## config.mk

```make
export PLATFORM = sky130hd
export DESIGN_NAME = ppu_bg_shifter
export DESIGN_NICKNAME = d
export VERILOG_FILES = /design/src/rtl/ppu_pkg.sv /design/src/rtl/ppu_tile_fifo.sv /design/src/rtl/ppu_bg_shifter.sv
export SDC_FILE = /design/constraint.sdc
export NUM_CORES = 1
export LEC_CHECK = 0
export BUFFER_PORTS_ARGS = -buffer_cell sky130_fd_sc_hd__buf_2
export CAP_MARGIN = 10
export CORE_UTILIZATION = 60
export CTS_BUF_LIST = sky130_fd_sc_hd__clkbuf_4
export DETAILED_ROUTE_END_ITERATION = 8
export PLACE_DENSITY = 0.81
export SYNTH_ARGS = -nofsm -noshare
export SYNTH_HDL_FRONTEND = slang
export SYNTH_SLANG_ARGS = --single-unit
```

## constraint.sdc

```tcl
create_clock -name clk -period 3.3 [get_ports clk]
set_input_delay 0.165 -clock clk [delete_from_list [all_inputs] [get_ports clk]]
set_output_delay 0.165 -clock clk [all_outputs]
set_load 0.01 [all_outputs]
```

## src/rtl/ppu_pkg.sv

```systemverilog
// ppu_pkg: values shared by the background pixel shifter and its tile FIFO.
//   PPU_LINE_PIXELS / PPU_TILE_W : default visible pixels per line and pixels per tile row
//   TILE_ENTRY_W                 : width of one buffered tile row {pal[1:0], hi[7:0], lo[7:0]}
//   bg_state_e                   : shifter control states (IDLE, PRIME, ACTIVE)
//   pal_pack()                   : palette-address packing; colour 0 is the shared backdrop
package ppu_pkg;

  localparam int PPU_LINE_PIXELS = 256;
  localparam int PPU_TILE_W      = 8;
  localparam int TILE_ENTRY_W    = 18;

  localparam logic [1:0] ST_IDLE   = 2'd0;
  localparam logic [1:0] ST_PRIME  = 2'd1;
  localparam logic [1:0] ST_ACTIVE = 2'd2;

  typedef enum logic [1:0] {
    BG_IDLE   = ST_IDLE,
    BG_PRIME  = ST_PRIME,
    BG_ACTIVE = ST_ACTIVE
  } bg_state_e;

  // Every palette's colour 0 maps to entry 0 (backdrop).
  function automatic logic [4:0] pal_pack(input logic [1:0] pal, input logic [1:0] pix);
    return (pix == 2'b00) ? 5'd0 : {1'b0, pal, pix};
  endfunction

endpackage

```

## src/rtl/ppu_tile_fifo.sv

```systemverilog
// ppu_tile_fifo: 2-entry FIFO of tile rows between the fetch side and the shifter.
//   clk, rst_n : clock, synchronous active-low reset (empties the FIFO)
//   flush      : empties the FIFO at a scanline start; wins over push/pop
//   push/wdata : write one entry (ignored when full)
//   pop        : drop the head entry (ignored when empty)
//   rdata      : head entry, valid whenever empty is low
//   full/empty : occupancy flags
module ppu_tile_fifo
  import ppu_pkg::*;
(
  input  logic                    clk,
  input  logic                    rst_n,
  input  logic                    flush,
  input  logic                    push,
  input  logic                    pop,
  input  logic [TILE_ENTRY_W-1:0] wdata,
  output logic [TILE_ENTRY_W-1:0] rdata,
  output logic                    full,
  output logic                    empty
);

  logic [TILE_ENTRY_W-1:0] mem [2];
  logic                    wr_ptr;
  logic                    rd_ptr;
  logic [1:0]              count;
  logic                    push_ok;
  logic                    pop_ok;

  assign full    = (count == 2'd2);
  assign empty   = (count == 2'd0);
  assign push_ok = push & ~full;
  assign pop_ok  = pop & ~empty;
  assign rdata   = mem[rd_ptr];

  // Storage carries no reset: an entry is only read after it has been written.
  always_ff @(posedge clk) begin
    if (push_ok) mem[wr_ptr] <= wdata;
  end

  always_ff @(posedge clk) begin
    if (!rst_n || flush) begin
      wr_ptr <= 1'b0;
      rd_ptr <= 1'b0;
      count  <= 2'd0;
    end else begin
      if (push_ok) wr_ptr <= ~wr_ptr;
      if (pop_ok)  rd_ptr <= ~rd_ptr;
      count <= count + {1'b0, push_ok} - {1'b0, pop_ok};
    end
  end

endmodule

```

## src/rtl/ppu_bg_shifter.sv

```systemverilog
// ppu_bg_shifter: background pattern shifter for one scanline.
//   clk, rst_n           : clock, synchronous active-low reset
//   line_start, fine_x   : scanline start pulse and fine scroll captured with it
//   pix_en               : request one output pixel this cycle
//   tile_valid/ready     : tile row handshake; tile_lo/hi bitplanes (MSB leftmost), tile_pal
//   pal_addr, palette_en : registered palette index and its valid flag (one cycle after pix_en)
//   line_done            : one-cycle pulse together with the last pixel of the line
//   underrun             : sticky until the next line_start; a tile row was not ready in time
//   dbg_state            : current control state (bg_state_e encoding)
//
// Handshake: a tile row transfers on a rising clk edge where tile_valid and tile_ready are
// both high. tile_ready never depends on tile_valid; the producer holds tile_valid and the
// row data stable until the transfer happens.
module ppu_bg_shifter
  import ppu_pkg::*;
#(
  parameter int LINE_PIXELS = PPU_LINE_PIXELS,
  parameter int TILE_W      = PPU_TILE_W
) (
  input  logic       clk,
  input  logic       rst_n,
  input  logic       line_start,
  input  logic [2:0] fine_x,
  input  logic       pix_en,
  input  logic       tile_valid,
  output logic       tile_ready,
  input  logic [7:0] tile_lo,
  input  logic [7:0] tile_hi,
  input  logic [1:0] tile_pal,
  output logic [4:0] pal_addr,
  output logic       palette_en,
  output logic       line_done,
  output logic       underrun,
  output logic [1:0] dbg_state
);

  // One extra row covers the fine-scroll discard at the left edge.
  localparam int MAX_TILES = LINE_PIXELS / TILE_W + 1;
  localparam int PCNT_W    = $clog2(LINE_PIXELS) + 1;
  localparam int TCNT_W    = $clog2(MAX_TILES) + 1;
  localparam int BCNT_W    = $clog2(TILE_W) + 1;

  localparam logic [PCNT_W-1:0] LAST_PIX = PCNT_W'(LINE_PIXELS - 1);
  localparam logic [TCNT_W-1:0] TILE_CAP = TCNT_W'(MAX_TILES);
  localparam logic [BCNT_W-1:0] ROW_BITS = BCNT_W'(TILE_W);
  localparam logic [BCNT_W-1:0] ONE_BIT  = BCNT_W'(1);

  bg_state_e               state;
  logic [7:0]              sh_lo;
  logic [7:0]              sh_hi;
  logic [1:0]              sh_pal;
  logic                    sh_valid;   // shifter holds a real row; low while starved
  logic [BCNT_W-1:0]       bits_left;
  logic [2:0]              discard;
  logic [PCNT_W-1:0]       pix_cnt;
  logic [TCNT_W-1:0]       tiles_acc;

  logic                    fifo_full;
  logic                    fifo_empty;
  logic                    fifo_pop;
  logic [TILE_ENTRY_W-1:0] fifo_rdata;

  logic                    tile_push;
  logic                    pix_go;
  logic [1:0]              cur_pix;
  logic                    last_pix;
  logic                    row_end;
  logic                    prime_load;
  logic                    fill;

  assign dbg_state = state;

  assign tile_ready = rst_n & ~line_start & ~fifo_full &
                      ((state == BG_PRIME) || (state == BG_ACTIVE)) &
                      (tiles_acc < TILE_CAP);
  assign tile_push  = tile_valid & tile_ready;

  assign pix_go     = (state == BG_ACTIVE) & pix_en;
  assign cur_pix    = sh_valid ? {sh_hi[7], sh_lo[7]} : 2'b00;
  assign last_pix   = (pix_cnt == LAST_PIX);
  // Last bit of the row leaves this cycle: reload now so the next pixel has no gap.
  // The final pixel of the line needs no follow-up row.
  assign row_end    = pix_go & sh_valid & (bits_left == ONE_BIT) & ~last_pix;
  assign prime_load = (state == BG_PRIME) & ~sh_valid & ~fifo_empty;
  // Recovery from a starved shifter: take the row as soon as one is buffered.
  assign fill       = (state == BG_ACTIVE) & ~sh_valid & ~fifo_empty & ~(pix_go & last_pix);
  assign fifo_pop   = prime_load | (row_end & ~fifo_empty) | fill;

  ppu_tile_fifo u_fifo (
    .clk   (clk),
    .rst_n (rst_n),
    .flush (line_start),
    .push  (tile_push),
    .pop   (fifo_pop),
    .wdata ({tile_pal, tile_hi, tile_lo}),
    .rdata (fifo_rdata),
    .full  (fifo_full),
    .empty (fifo_empty)
  );

  always_ff @(posedge clk) begin
    if (!rst_n) begin
      state      <= BG_IDLE;
      sh_lo      <= 8'd0;
      sh_hi      <= 8'd0;
      sh_pal     <= 2'd0;
      sh_valid   <= 1'b0;
      bits_left  <= '0;
      discard    <= 3'd0;
      pix_cnt    <= '0;
      tiles_acc  <= '0;
      pal_addr   <= 5'd0;
      palette_en <= 1'b0;
      line_done  <= 1'b0;
      underrun   <= 1'b0;
    end else if (line_start) begin
      state      <= BG_PRIME;
      sh_lo      <= 8'd0;
      sh_hi      <= 8'd0;
      sh_pal     <= 2'd0;
      sh_valid   <= 1'b0;
      bits_left  <= '0;
      discard    <= fine_x;
      pix_cnt    <= '0;
      tiles_acc  <= '0;
      pal_addr   <= 5'd0;
      palette_en <= 1'b0;
      line_done  <= 1'b0;
      underrun   <= 1'b0;
    end else begin
      pal_addr   <= 5'd0;
      palette_en <= 1'b0;
      line_done  <= 1'b0;
      if (tile_push) tiles_acc <= tiles_acc + 1'b1;

      case (state)
        BG_PRIME: begin
          if (prime_load) begin
            sh_lo     <= fifo_rdata[7:0];
            sh_hi     <= fifo_rdata[15:8];
            sh_pal    <= fifo_rdata[17:16];
            sh_valid  <= 1'b1;
            bits_left <= ROW_BITS;
            if (discard == 3'd0) state <= BG_ACTIVE;
          end else if (sh_valid) begin
            // Fine-scroll discard runs one pixel per cycle, independent of pix_en.
            sh_lo     <= {sh_lo[6:0], 1'b0};
            sh_hi     <= {sh_hi[6:0], 1'b0};
            bits_left <= bits_left - ONE_BIT;
            discard   <= discard - 3'd1;
            if (discard == 3'd1) state <= BG_ACTIVE;
          end
        end

        BG_ACTIVE: begin
          if (pix_go) begin
            pal_addr   <= pal_pack(sh_pal, cur_pix);
            palette_en <= 1'b1;
            pix_cnt    <= pix_cnt + 1'b1;
            if (last_pix) begin
              line_done <= 1'b1;
              state     <= BG_IDLE;
            end
          end

          if (fill) begin
            sh_lo     <= fifo_rdata[7:0];
            sh_hi     <= fifo_rdata[15:8];
            sh_pal    <= fifo_rdata[17:16];
            sh_valid  <= 1'b1;
            bits_left <= ROW_BITS;
          end else if (pix_go && sh_valid) begin
            if (row_end) begin
              if (!fifo_empty) begin
                sh_lo     <= fifo_rdata[7:0];
                sh_hi     <= fifo_rdata[15:8];
                sh_pal    <= fifo_rdata[17:16];
                bits_left <= ROW_BITS;
              end else begin
                sh_valid <= 1'b0;
                underrun <= 1'b1;
              end
            end else begin
              sh_lo     <= {sh_lo[6:0], 1'b0};
              sh_hi     <= {sh_hi[6:0], 1'b0};
              bits_left <= bits_left - ONE_BIT;
            end
          end
        end

        default: ;
      endcase
    end
  end

endmodule

```

# After elaboration in Yosys (flattened, before gate mapping)
# Memory sizes are Yosys's and may differ from the RTL's. A register that Yosys moved wholly into a read port is not among the register bits.
# Index checks and enable logic that the tools add are counted.
dict set report classes {
  eq_ne 23
  mul 0
  add_sub_neg 6
  n_reduce_logical 23
  magnitude_cmp 1
  bitwise 32
  shifts 0
  div_mod_pow 0
  muxes 52
}
# operator n
set ops {}
lappend ops {{$mux 8} 12}
lappend ops {{$pmux 8 s2} 2}
lappend ops {{$mux 2} 12}
lappend ops {{$mux 4} 6}
lappend ops {{$and 1x1->1} 18}
lappend ops {{$ne 3x3->1 const B} 6}
lappend ops {{$reduce_and 5->1} 3}
lappend ops {{$mux 1} 12}
lappend ops {{$mux 3} 4}
lappend ops {{$not 1->1} 12}
lappend ops {{$reduce_and 6->1} 2}
lappend ops {{$add 9x1->9 const B} 1}
lappend ops {{$eq 9x8->1 const B} 1}
lappend ops {{$ne 3x2->1 const B} 3}
lappend ops {{$ne 2x2->1 const B} 4}
lappend ops {{$ne 4x3->1 const B} 2}
lappend ops {{$ne 4x4->1 const B} 2}
lappend ops {{$pmux 2 s2} 2}
lappend ops {{$pmux 4 s2} 1}
lappend ops {{$add 7x1->7 const B} 1}
lappend ops {{$lt 7x6->1 const B} 1}
lappend ops {{$reduce_bool 2->1} 3}
lappend ops {{$reduce_or 5->1} 1}
lappend ops {{$eq 2x2->1 const B} 2}
lappend ops {{other kinds (21)} 24}
dict set report totals {
  mem_count 1
  mem_bits_rw 36
  input_bits 26
  elab_cells 156
  out_inout_bits 11
  rom_bits 0
  reg_bits 56
  latch_bits 0
}
# name words word_bits rd rd_ports_with_merged_regs wr line
set memory_table {}
lappend memory_table {u_fifo.mem 2 18 1 1 1 ppu_tile_fifo.sv:22} ;# logic [TILE_ENTRY_W-1:0] mem [2];

# Longest topological paths before layout
# Gate-level depths: netlist (run 1).
dict set report depth {
  ltp_word 11
  mapped_depth 13
  ltp_nobuf 13
}

# By module
# From an unflattened synthesis (run 1), not the netlist that was laid out.
dict set report unflattened {
  cells_unflattened 374
  hier_area_um2 3941.3
}
# mod n_inst cells_each seq_area_each_um2 area_each_um2
set modules_own_cells {}
lappend modules_own_cells {ppu_bg_shifter 1 289 1021.0 2402.3}
lappend modules_own_cells {ppu_tile_fifo 1 85 1181.1 1539.0}

# Worst setup path before layout (run 1)
# OpenSTA, ideal clock, no wires.
dict set report synth_path {
  path_type {register -> register}
  start {register state[0], in the netlist dbg_state[0]}
  end {memory u_fifo.mem[0][0] (enable)}
  n_path_buf 0
  required_ns 2.907
  arrival_ns 2.164
  slack_ns 0.743
  setup_ns 0.393
  period_less_slack_ns 2.557
  path_stages_with_launch 6
  path_cell_list {dfxtp_1 > inv_1 > ha_1 > a2111oi_4 > nand3_1 > nor2_1}
}
dict set report synth_via {
  elab_chain_len 8
  word_cells_on_any_way 9
  cone_classes {eq/ne: 2; mux: 2; bitwise: 4; reduce/logical: 1}
}
# element line
set synth_rtl {}
lappend synth_rtl {{start: declaration} ppu_bg_shifter.sv:48} ;# bg_state_e state;
lappend synth_rtl {{start signal: assignment} ppu_bg_shifter.sv:103} ;# state <= BG_IDLE;
lappend synth_rtl {{start signal: assignment} ppu_bg_shifter.sv:117} ;# state <= BG_PRIME;
lappend synth_rtl {{start signal: assignment} ppu_bg_shifter.sv:144} ;# if (discard == 3'd0) state <= BG_ACTIVE;
lappend synth_rtl {{$eq 2x1->1 or $eq 2x2->1 (tied branches)} ppu_bg_shifter.sv:74} ;# ((state == BG_PRIME) || (state == BG_ACTIVE)) &
lappend synth_rtl {{$logic_or 1x1->1 *} ppu_bg_shifter.sv:74}
lappend synth_rtl {{$and 1x1->1 *} ppu_bg_shifter.sv:73} ;# assign tile_ready = rst_n & ~line_start & ~fifo_full &
lappend synth_rtl {{$and 1x1->1 *} ppu_bg_shifter.sv:74}
lappend synth_rtl {{$and 1x1->1 *} ppu_bg_shifter.sv:76} ;# assign tile_push = tile_valid & tile_ready;
lappend synth_rtl {{$and 1x1->1 *} ppu_tile_fifo.sv:31} ;# assign push_ok = push & ~full;
lappend synth_rtl {{$mux 1 *} ppu_tile_fifo.sv:37} ;# if (push_ok) mem[wr_ptr] <= wdata;
lappend synth_rtl {{$mux 1 (implied by the code) *} ppu_tile_fifo.sv:37}
lappend synth_rtl {{end: declaration} ppu_tile_fifo.sv:22}
# Every way passes the cells marked *; elsewhere a longest branch is shown, timed or not.

# Worst setup path after layout (run 1)
dict set report layout_path {
  start {register pix_cnt[0]}
  end {register u_fifo.count[1]}
}
dict set report layout_via {
  elab_chain_len 8
  word_cells_on_any_way 11
  cone_classes {add/sub: 1; eq/ne: 1; bitwise: 9}
}
# element line
set layout_rtl {}
lappend layout_rtl {{start: declaration} ppu_bg_shifter.sv:55} ;# logic [PCNT_W-1:0] pix_cnt;
lappend layout_rtl {{start signal: assignment} ppu_bg_shifter.sv:159} ;# pix_cnt <= pix_cnt + 1'b1;
lappend layout_rtl {{$eq 9x8->1 *} ppu_bg_shifter.sv:80} ;# assign last_pix = (pix_cnt == LAST_PIX);
lappend layout_rtl {{via last_pix} ppu_bg_shifter.sv:66} ;# logic last_pix;
lappend layout_rtl {{$not 1->1} ppu_bg_shifter.sv:83} ;# assign row_end = pix_go & sh_valid & (bits_left == ONE_BIT) & ~last_pix;
lappend layout_rtl {{$and 1x1->1} ppu_bg_shifter.sv:83}
lappend layout_rtl {{$and 1x1->1} ppu_bg_shifter.sv:87} ;# assign fifo_pop = prime_load | (row_end & ~fifo_empty) | fill;
lappend layout_rtl {{$or 1x1->1} ppu_bg_shifter.sv:87}
lappend layout_rtl {{$or 1x1->1 *} ppu_bg_shifter.sv:87}
lappend layout_rtl {{$and 1x1->1 *} ppu_tile_fifo.sv:32} ;# assign pop_ok = pop & ~empty;
lappend layout_rtl {{via u_fifo.pop_ok} ppu_tile_fifo.sv:27} ;# logic pop_ok;
lappend layout_rtl {{$sub 2x1->2 *} ppu_tile_fifo.sv:48} ;# count <= count + {1'b0, push_ok} - {1'b0, pop_ok};
lappend layout_rtl {{end signal: assignment} ppu_tile_fifo.sv:48}
lappend layout_rtl {{end: declaration} ppu_tile_fifo.sv:25} ;# logic [1:0] count;
# The timed path passes the listed nets; every way through them passes the cells marked *.
# A chain may end at the register's enable or synchronous reset.

==> results of run 1 <==
==> worst max-delay path, stage by stage, from the launching register on <==
cell and delay [ps]:
dfxtp_1 360, ha_1 230, nand3_1 80, nor2_1 40, ha_1 240, nor4b_1 360
nand2_1 140, a21oi_1 240, ha_1 270, inv_1 50, ha_1 140, xor2_1 180
xnor2_1 140, nor2_1 50
==> per-stage QoR <==
stage	worst slack, ps	std cells	hold WS (ps)	utilization [%]
after floorplan	743	365	264	-
after global placement	821	463	351	65.2
after detailed placement	684	463	356	65.2
after CTS	653	501	18.0	70.8
after global routing	392	501	18.2	70.8
final	653	501	43.6	70.8
==> routing by layer <==
layer	share of wire (%)	GRT usage [%]
met1	45	26.1
met2	49	37.7
met3	3.5	5.38
met4	2.5	10.3
met5	0	0
==> worst paths after layout <==
| path | end | slack (ps) | cells past startpoint |
|---|---|---|---|
| setup reg to reg | u_fifo.count[1] | 650 | 13 |
| setup / recovery | u_fifo.count[1] | 650 | 13 |
| hold / removal | discard[0] | 40 | 4 |
| hold reg to reg | pal_addr[2] | 470 | 1 |
==> final cells by class <==
type                       count  area (um2)  share of cell area, %
inverter                      13        48.8                   1.09
multi-input combinational    241        1560                   34.9
timing repair buffer          62         433                   9.69
tap                           77        96.3                   2.16
clock inverter                 6        55.1                   1.23
clock buffer                  10        75.1                   1.68
sequential                    92        2200                   49.3
==> cells in the mapped netlist, types with 3 or more instances <==
cell,count
clkbuf_1,5
mux2_2,4
dfxtp_1,56
xnor2_1,6
and2_1,8
nand4_1,4
o21ai_0,34
mux2i_1,17
nor2_1,29
nand2_1,34
nor3_1,3
edfxtp_1,36
nand3_1,18
and3_1,7
xor2_1,8
buf_2,11
ha_1,12
or3_1,5
inv_1,12
a21oi_1,16
==> flip-flops by register name, indices dropped and copies added, names as in the netlist, 2 cells and up, named ones only <==
signal / cells
u_fifo.count: 2
pix_cnt: 9
sh_hi: 8
discard: 3
dbg_state: 2
u_fifo.mem: 36
sh_lo: 8
bits_left: 4
sh_pal: 2
tiles_acc: 7
pal_addr: 4
==> power by group <==
| group | total [W] | internal [W] | switching (W) |
|---|---|---|---|
| Combinational | 0.000158 | 0.0000728 | 0.0000851 |
| Clock | 0.000589 | 0.000233 | 0.000356 |
| Sequential | 0.00120 | 0.00119 | 0.0000111 |
==> cell families (layout without fill, tap and decap cells) <==
kind of cell / count (synthesis) / in the layout
simple gates: 124 / 124
flops: 92 / 92
compound gates: 69 / 69
buf+inv: 32 / 91
mux: 21 / 21
xor+xnor: 14 / 14
fa+ha+maj: 12 / 12
other cells: 1 / 1
==> metrics.cfg, run 1 <==
[final_layout]
diodes=0
nets=457
num-fill-cells=481
syn2layout_area_growth_pct=14.5
mostFrequentLayoutCells=dfxtp_1, edfxtp_1, buf_2
postLayoutCellArea_mm2=0.00447
layout_commonest_cell=dfxtp_1
drive_above_1_share_pct=15.8

[yosys]
synthAdderAreaFrac_pct=3.85
avgSynthCellArea_um2=10.7
netlist-cell-type-count=53
synth_xor_xnor_area_share_pct=3.14
synth_compound_area_share_pct=11.5
yosysTopAreaCell=dfxtp_1
synth.cell_area_mm2=0.00390
synth_area_leaders=dfxtp_1, edfxtp_1, mux2i_1, o21ai_0, ha_1
synthMuxAreaShare_pct=5.51
synthCells=365
yosys_warnings=0
synth_top_family_by_area=simple AND/OR/NAND/NOR gates
ys.flop_type=dfxtp_1
synth-seq-cells=92
async_reset_ff_share_pct=0
synthSimpleGateAreaFrac_pct=15.8
synth_top_area_share_pct=28.7
ys_seq_area_share_pct=56.4
syn_nets=403
synth_edf_count=36

[cts]
post_cts_buffers=0
holdBufCountCts=22
ctsResizeCount=0
cts.sinks=92
htreeDepth=3
clk_pin_slew_worst_paths_ps=140
cts_tree=built
cts-root-buf=clkbuf_4
cts_buffers=9
clk_path_buf_depth=2
worstSkewPairLatency_ps=430

[sta]
rsz0062_at_grt=no
hold_violations=0
fmax_ghz=0.378
setup_viol=0
max-slew-margin-rel_pct=29.6
min_period_ps=2650
worstMarginPinSlew_ps=1060
final_max_slew_viol_count=0
min_period_over_period_pct=80.2
finClkSkew_ps=12.6
setup_tns_ps=0

[floorplanning]
fp.dieH_um=82.7
core_mm2=0.00631
num_rows=29
die_w_um=82.7
die-area_mm2=0.00683
start_util_pct=61.8
io_pins=37

[grt]
grt_overflow=0
grt_max_degree=37
grt_pass1_vias=2533
antenna_found_initial=0
grt.total_usage_pct=22.1
grt_pass1_wl_um=11100

[route]
drc_errors=0
viasPerCell=5.47
wl_per_cell_um=13.3
drt-pass1-iter-count=4
postRouteAntennaNets=0
vias=2741
first_iter_violations=130
wl_um=6660

[placed_design]
gp_congestion=0.845
dpl_cell_area_mm2=0.00412
io_buffers=35
dp_hpwl_um=4180

[min_path]
worstHoldStart=fine_x[0]
worstHoldPathType=in2reg

[critical_path]
start_kind=register
crit_required_ps=3620
cp_max_fo=6
crit_path_end_kind=register
crit_type=reg2reg
cp.arrival_ps=2960
worstReg2RegStart=pix_cnt[0]
startpoint=pix_cnt[0]

[power_and_ir_drop]
power.total_w=0.00195
leakagePower_nw=1.62
powerDensity_mw_per_mm2=437
ir_drop_v=0.000343

[job]
max_cap_viol_count=0

[status]
status=finished clean

Power figures use the tool's default switching activity.
==> run 2, diff against run 1 <==
Settings changed: CORE_UTILIZATION 60 to 55, PLACE_DENSITY 0.81 to 0.78.
Clock period 3.3 ns to 2.3 ns, I/O delays scaled along.
==> metrics.cfg, run 2 (synthesized netlist as in run 1, its figures left out) <==
[sta]
final_max_slew_viol_count=0  ; unchanged
rsz0062_at_grt=yes
setup_viol=0  ; unchanged
finClkSkew_ps=28.6  ; +16.0 ps
hold_violations=0  ; unchanged
fmax_ghz=0.444  ; +17%
min_period_ps=2250  ; -393 ps
min_period_over_period_pct=98.0  ; +18 points
whs_ps=29.6  ; -14.0 ps

[route]
first_iter_violations=115  ; -12%
drt-pass1-iter-count=4  ; unchanged
postRouteAntennaNets=0  ; unchanged
wl_per_cell_um=14.0  ; +5.2%
wl_um=7690  ; +16%
drc_errors=0  ; unchanged
viasPerCell=5.29  ; -3.3%
vias=2911  ; +6.2%

[final_layout]
num-fill-cells=488  ; +1.5%
multiInputGateArea_mm2=0.00166  ; +6.3%
reg_top3=u_fifo.mem (36), pix_cnt (9)
diodes=0  ; unchanged
mostFrequentLayoutCells=dfxtp_1, edfxtp_1, buf_2
largest_reg_flops=36  ; unchanged
final-seq-area_mm2=0.00221  ; +0.17%
largest_register=u_fifo.mem
stdcell_count=550  ; +9.8%
nets=487  ; +6.6%
final_core_util_pct=72.4  ; +1.6 points
syn2layout_area_growth_pct=26.6
drive_above_1_share_pct=25.6  ; +9.7 points
layout_commonest_cell=dfxtp_1

[cts]
cts_buffers=9  ; unchanged
clk_pin_slew_worst_paths_ps=150  ; about the same
htreeDepth=3  ; unchanged
cts-root-buf=clkbuf_4
clk_path_buf_depth=2  ; unchanged
cts_tree=built
cts.sinks=92  ; unchanged
worstSkewPairLatency_ps=460  ; +30 ps

[floorplanning]
start_util_pct=57.1  ; -4.7 points
fp.dieH_um=86.2  ; +4.3%
io_pins=37  ; unchanged
num_rows=30  ; +3.4%
core_mm2=0.00683  ; +8.2%
die_w_um=86.2  ; +4.3%
die-area_mm2=0.00744  ; +8.9%

[placed_design]
dp_cells=498  ; +7.6%
io_buffers=35  ; unchanged
gp_congestion=0.850  ; +0.59%
dp_hpwl_um=4550  ; +8.7%

[critical_path]
worstReg2RegStart=pix_cnt[1]
start_kind=register
crit_end=sh_lo[6]
cp_max_fo=8  ; +2
crit_required_ps=2650  ; -970 ps
r2r_end=sh_lo[6]
crit_type=reg2reg
rrSetupSlack_ps=50  ; -610 ps
crit_path_end_kind=register
worst-r2r-cell-count=12  ; -1
startpoint=pix_cnt[1]
cp.arrival_ps=2600  ; -360 ps

[min_path]
worstHoldPathType=in2reg

[job]
max_cap_viol_count=0  ; unchanged

[grt]
grt_pass1_wl_um=12300  ; +11%
grt_pass1_vias=2807  ; +11%
antenna_found_initial=0  ; unchanged
grt_max_degree=34  ; -8.1%
grt_overflow=0  ; unchanged
grt.total_usage_pct=21.2  ; -0.89 points

[power_and_ir_drop]
powerDensity_mw_per_mm2=578  ; +32%
ir_drop_v=0.000518  ; +51%
leakagePower_nw=1.81  ; +11%

[status]
status=finished clean

[run 2: changes by cell type in the layout (fill, tap and decap cells not counted), sizes merged]
cell	delta
inv	+4
dlygate4sd3	+3
clkinvlp	+1
buf	+24
clkinv	-3
bufinv	-1
clkbuf	+2
[run 2: layout make-up]
cell class                      instances  area share [%]
Clock buffer                            9            1.37
Clock inverter                          7            1.32
Inverter                               13           0.987
Multi-Input combinational cell        241            33.5
Sequential cell                        92            44.6
Tap cell                               96            2.43
Timing Repair Buffer                   92            15.8
[run 2: worst min-delay path by stage]
stage / from / to / slack, ps / cells after the start
3_3_place_gp: tile_hi[4] / u_fifo.mem[1][12] / 300 / 1
2_1_floorplan: tile_lo[0] / u_fifo.mem[0][0] / 210 / 0
4_1_cts: tile_valid / tiles_acc[3] / 20 / 4
3_5_place_dp: tile_hi[5] / u_fifo.mem[1][13] / 310 / 1
5_1_grt: tile_valid / tiles_acc[3] / 30 / 4
6_report: tile_valid / tiles_acc[3] / 30 / 4
[run 2: per-stage QoR]
step,power (W),setup WS [ps],instance area (um2),TNS [ps]
floorplan,0.00190,21.4,3920,0
global placement,0.00197,13.4,4310,0
detailed placement,0.00198,-98.7,4310,-98.7
CTS,0.00285,-56.7,4760,-56.7
global route,0.00296,-70.4,4940,-340
finish,0.00286,46.8,4940,0
[run 2: per-layer routing]
layer  track usage (%)  wire, um  part of all wire, %
met5                 0         0                    0
met4              11.4       246                  3.2
met1              25.2      3350                   44
met3              3.52       238                  3.1
met2              37.0      3860                   50
[run 2: power by group]
part,total (W),internal (W),switching [W]
registers,0.00173,0.00171,0.0000156
clock network,0.000856,0.000249,0.000607
logic,0.000272,0.000131,0.000140
total,0.00286,0.00209,0.000763
[run 2: critical path, stage by stage, from the launching register on]
cell and delay (ps):
dfxtp_2 360, ha_4 160, nand3_2 70, nor2_2 50, ha_4 180, buf_4 140
or4b_4 500, o32ai_4 160, buf_12 180, clkbuf_16 150, nand2_1 50, o21ai_1 70
o21ai_1 80
[run 2: repair_timing]
item,in CTS,in global routing
hold buffers,25,0
endpoints found under the hold margin,40,0
resized for setup,9,42
setup buffers,4,2
endpoints found under the setup margin,2,26
pin swaps,9,10
cloned,0,5
